[src/rtl/pixel_prefetch_fifo.sv]
// rtl/pixel_prefetch_fifo.sv - show-ahead pixel buffer between frame decoder and LCD timing generator
// Tracks per-frame pop count, flags underflow, and is emptied by the end-of-frame flush pulse.
module pixel_prefetch_fifo #(
  parameter int               WIDTH           = 32,
  parameter int               DEPTH           = 16,
  parameter int               FRAME_PIXELS    = 384000,
  parameter logic [WIDTH-1:0] UNDERFLOW_COLOR = 32'h00FF00FF
) (
  input  logic                     iCLK,
  input  logic                     iRST_n,
  input  logic                     in_valid,
  input  logic [WIDTH-1:0]         in_color,
  output logic                     in_ready,
  input  logic                     pixel_read_next,
  input  logic                     frame_flush,
  output logic [WIDTH-1:0]         out_color,
  output logic                     out_valid,
  output logic [$clog2(DEPTH):0]   level,
  output logic                     underflow,
  output logic                     frame_done
);

  localparam int PW     = $clog2(DEPTH);
  localparam int LW     = PW + 1;
  localparam int CW_MIN = $clog2(FRAME_PIXELS + 1);
  localparam int CW     = (CW_MIN < 19) ? 19 : CW_MIN;

  localparam logic [LW-1:0] DEPTH_L = LW'(DEPTH);
  localparam logic [CW-1:0] FRAME_L = CW'(FRAME_PIXELS);

  logic [WIDTH-1:0] mem [DEPTH];
  logic [PW-1:0]    wr_ptr;
  logic [PW-1:0]    rd_ptr;
  logic [LW-1:0]    level_next;
  logic [CW-1:0]    pix_cnt;
  logic             push;
  logic             pop;
  logic             cnt_step;
  logic             cnt_last;

  assign out_valid = (level != '0);
  assign push      = in_valid & in_ready & ~frame_flush;
  assign pop       = pixel_read_next & out_valid & ~frame_flush;
  assign cnt_step  = pixel_read_next & (pix_cnt != FRAME_L);
  assign cnt_last  = cnt_step & ((pix_cnt + CW'(1)) == FRAME_L);

  // Head word comes straight from the registered read pointer; an empty pop shows the marker colour.
  always_comb begin
    out_color = '0;
    if (out_valid)
      out_color = mem[rd_ptr];
    else if (pixel_read_next)
      out_color = UNDERFLOW_COLOR;
  end

  always_comb begin
    level_next = level;
    if (push && !pop)
      level_next = level + LW'(1);
    else if (pop && !push)
      level_next = level - LW'(1);
  end

  // Storage is never reset; out_valid=0 keeps stale words hidden.
  always_ff @(posedge iCLK) begin
    if (push)
      mem[wr_ptr] <= in_color;
  end

  always_ff @(posedge iCLK or negedge iRST_n) begin
    if (!iRST_n) begin
      wr_ptr     <= '0;
      rd_ptr     <= '0;
      level      <= '0;
      in_ready   <= 1'b0;
      underflow  <= 1'b0;
      frame_done <= 1'b0;
      pix_cnt    <= '0;
    end else if (frame_flush) begin
      wr_ptr     <= '0;
      rd_ptr     <= '0;
      level      <= '0;
      in_ready   <= 1'b1;
      underflow  <= 1'b0;
      frame_done <= 1'b0;
      pix_cnt    <= '0;
    end else begin
      if (push)
        wr_ptr <= wr_ptr + PW'(1);
      if (pop)
        rd_ptr <= rd_ptr + PW'(1);
      level      <= level_next;
      in_ready   <= (level_next < DEPTH_L);
      underflow  <= underflow | (pixel_read_next & ~out_valid);
      frame_done <= cnt_last;
      if (cnt_step)
        pix_cnt <= pix_cnt + CW'(1);
    end
  end

endmodule

[config.mk]
export PLATFORM = sky130hd
export DESIGN_NAME = pixel_prefetch_fifo
export DESIGN_NICKNAME = d
export VERILOG_FILES = /design/src/rtl/pixel_prefetch_fifo.sv
export SDC_FILE = /design/constraint.sdc
export NUM_CORES = 1
export LEC_CHECK = 0
export ABC_CLOCK_PERIOD_IN_PS = 3900
export BUFFER_PORTS_ARGS = -buffer_cell sky130_fd_sc_hd__buf_4
export CAP_MARGIN = 20
export CORE_ASPECT_RATIO = 1.5
export CORE_MARGIN = 8
export CORE_UTILIZATION = 55
export DETAILED_ROUTE_END_ITERATION = 6
export PLACE_DENSITY = 0.72
export SLEW_MARGIN = 10
export SYNTH_ARGS = -nofsm -noshare
export SYNTH_HDL_FRONTEND = slang
export SYNTH_SLANG_ARGS = --single-unit
[constraint.sdc]
create_clock -name iCLK -period 3.9 [get_ports iCLK]
set_clock_uncertainty 0.1 [all_clocks]
set_input_delay 0.78 -clock iCLK [delete_from_list [all_inputs] [get_ports iCLK]]
set_output_delay 0.78 -clock iCLK [all_outputs]
set_load 0.02 [all_outputs]
==> flow_metrics.env <==
export IMPL_status="finished clean"
export IMPL_syn_num_nets=1238
export IMPL_fillers=2661
export IMPL_async_flop_share_pct=6.399
export IMPL_final_setup_viol_count=0
export IMPL_drt_iter0_drc=879
export IMPL_dp_cells=1734
export IMPL_reg2reg_setup_slack_ns=1.22
export IMPL_post_route_period_util_pct=95.75
export IMPL_finalInstanceArea_mm2=0.02483
export IMPL_ys_flop_type="edfxtp_1"
export IMPL_dp_hpwl_um=27540
export IMPL_hold_buffers=0
export IMPL_portBuffers=77
export IMPL_hold_viol=0
export IMPL_fp_row_count=89
export IMPL_die_height_um=260.2
export IMPL_worstSetupPathType="register to output pin"
export IMPL_max_slew_margin_pct=42.45
export IMPL_syn_area_mm2=0.02187
export IMPL_drc_errors=0
export IMPL_place_congestion=0.7629
export IMPL_ys_seq_elements=547
export IMPL_min_path_type="input port to async pin"
export IMPL_fp_dieArea_mm2=0.04652
export IMPL_drv_slew=0
export IMPL_gr_total_overflow=0
export IMPL_grt_pass1_wl_um=72010
export IMPL_wl_um=47100
export IMPL_ant_nets=0
export IMPL_core_mm2=0.03931
export IMPL_setup_slack_ns=0.1657
export IMPL_syn2layout_area_growth_pct=13.54
export IMPL_dp_slack_ns=0.6930
export IMPL_grt_max_degree=70
export IMPL_critPathCaptureType="output pin"
export IMPL_hold_ws_ns=0.07175
export IMPL_wl_met1_um=18010
export IMPL_nets=1332
export IMPL_rsz0062_at_grt="no"
export IMPL_worstSetupStartpointType="register"
export IMPL_cts_setup_buffers=0
export IMPL_min_period_ns=3.734
export IMPL_worst_pin_slew_ns=0.8632
export IMPL_antenna_found_initial=1
export IMPL_cts_sinks=547
export IMPL_grt_pass1_vias=11950
export IMPL_tns_ns=0
export IMPL_r2r_start="level[1]$_DFFE_PN0P_"
export IMPL_cts_htree_levels=2
export IMPL_cp_arrival_ns=2.85
export IMPL_maxCapViolCount=0
export IMPL_place_area_mm2=0.02330
export IMPL_wl_met2_um=25230
export IMPL_grt_use_total_pct=20.72
export IMPL_die_w_um=178.8
export IMPL_ioPinCount=78
export IMPL_avgRoutedWirePerCell_um=25.88
export IMPL_firstDrtPassIters=5
export IMPL_cts_made_buffers=48
export IMPL_synth_edf_count=512
export IMPL_dr_wl_met3_um=2387
export IMPL_p_leak_uw=0.007961
export IMPL_cts_tree="yes"
export IMPL_reg2regPathDepth=9
export IMPL_vdd_ir_drop_max_mv=0.5800
export IMPL_final_cell_mix="edfxtp_1 (512), buf_4 (104), mux2i_1 (97)"
export IMPL_ys_seq_area_share_pct=74.32
export IMPL_path_clk_slew_ns=0.06
export IMPL_rr_endpoint="level[1]$_DFFE_PN0P_"
export IMPL_worst_ep_required_time_ns=3.02
export IMPL_synth_distinct_cells=52
export IMPL_routed_top_layer="met4"
export IMPL_avgSynthCellArea_um2=18.37
export IMPL_clock_path_buffers=3
export IMPL_netlist_instances=1190
export IMPL_initial_core_util_pct=55.63
export IMPL_stdcell_count=1820
export IMPL_cp_max_fo=51
export IMPL_max_freq_mhz=267.8
export IMPL_clock_latency_ns=0.56
export IMPL_clockRootBuffer="clkbuf_16"
export IMPL_dr_total_vias=11420
export IMPL_final_common_cell="edfxtp_1"
export IMPL_yosys_warnings=0
export IMPL_drive_above_1_share_pct=21.99
export IMPL_p_per_area_mw_per_mm2=596.8
export IMPL_via_per_inst=6.275
export IMPL_ctsResizeCount=0
-- layer usage --
layer  up-vias  GRT usage (%)
met5         -              0
met4         0          7.414
met3        80          2.874
met2       361          36.86
met1      5938          25.31
li1       5041              -
-- state kept, by name, summed over array words and instances, names as in the netlist --
name	cells
frame_done	1
in_ready	1
level	5
mem	512
pix_cnt	19
rd_ptr	4
underflow	1
wr_ptr	4
-- through the flow --
stage          power [uW]  utilization (%)
2_1_floorplan        9210                -
3_3_place_gp        10360            59.29
3_5_place_dp        10380            59.29
4_1_cts             14970            63.15
5_1_grt             15370            63.15
6_report            14820            63.16
-- layout make-up --
type | instances | area (um2) | area share (%)
Antenna cell | 1 | 2.502 | 0.01008
Tap cell | 500 | 625.6 | 2.520
Multi-Input combinational cell | 559 | 5339 | 21.50
Inverter | 11 | 41.29 | 0.1663
Sequential cell | 547 | 16260 | 65.49
Timing Repair Buffer | 117 | 1041 | 4.193
Clock buffer | 58 | 1260 | 5.075
Clock inverter | 27 | 257.7 | 1.038
-- worst max-delay path by stage --
stage / start / endpoint / slack (ns)
after floorplan: frame_flush / mem[13][0]$_DFFE_PP_ / 0.78
after global placement: rd_ptr[2]$_DFFE_PN0P_ / out_color[22] / 0.74
after detailed placement: rd_ptr[2]$_DFFE_PN0P_ / out_color[22] / 0.69
after CTS: rd_ptr[2]$_DFFE_PN0P_ / out_color[22] / 0.06
after global routing: rd_ptr[1]$_DFFE_PN0P_ / out_color[4] / 0.05
final: rd_ptr[1]$_DFFE_PN0P_ / out_color[4] / 0.17
-- synth_stat cells, types with 2 or more instances --
cell type,instances,area (um2)
and4_1,4,35.03
nand3b_1,2,15.01
nor3b_1,2,15.01
buf_6,6,67.56
nand3_1,4,20.02
xor2_1,16,140.1
buf_1,4,15.01
o211ai_1,7,52.55
buf_4,9,67.56
nand4_1,7,43.79
nand2b_1,4,25.02
mux4_2,80,1802
o31ai_1,18,135.1
dfrtp_1,35,875.8
buf_2,18,90.09
a311oi_1,2,17.52
o21ai_0,6,30.03
edfxtp_1,512,15370
inv_1,10,37.54
a21oi_1,43,215.2
nor3_1,22,110.1
o32ai_1,2,17.52
mux2i_1,97,970.9
o2111ai_1,5,43.79
xnor2_1,10,87.58
or3_1,7,43.79
or4_1,3,22.52
nand2_1,58,217.7
a31oi_1,2,12.51
clkbuf_1,36,135.1
and3_2,2,15.01
and3_1,22,137.6
nor2_1,42,157.7
o221ai_1,48,420.4
ha_1,11,137.6
o22ai_1,18,112.6
-- kinds of logic after synthesis --
family	share of synthesized area (%)
XOR/XNOR	1.041
AND/OR/NAND/NOR	4.400
multiplexers	12.68
AO/OA/AOI/OAI	5.024
flip-flops	74.32
buffers and inverters	1.905
adder cells (fa/ha/maj)	0.6294
-- where the power goes --
group          switching [uW]  internal, uW  total [uW]  leakage [uW]
clock network            2000          2630        4630      0.000744
registers                77.2          6540        6620       0.00508
logic                    1980          1580        3570       0.00213
-- worst max-delay path, stage by stage, from the launching register on --
cell	delay (ns)
dfrtp_4	0.43
buf_4	0.68
mux4_2	0.34
nand2_1	0.05
and3_1	0.21
o31ai_1	0.33
buf_4	0.21
No activity file was read; power rests on OpenSTA's default activity.
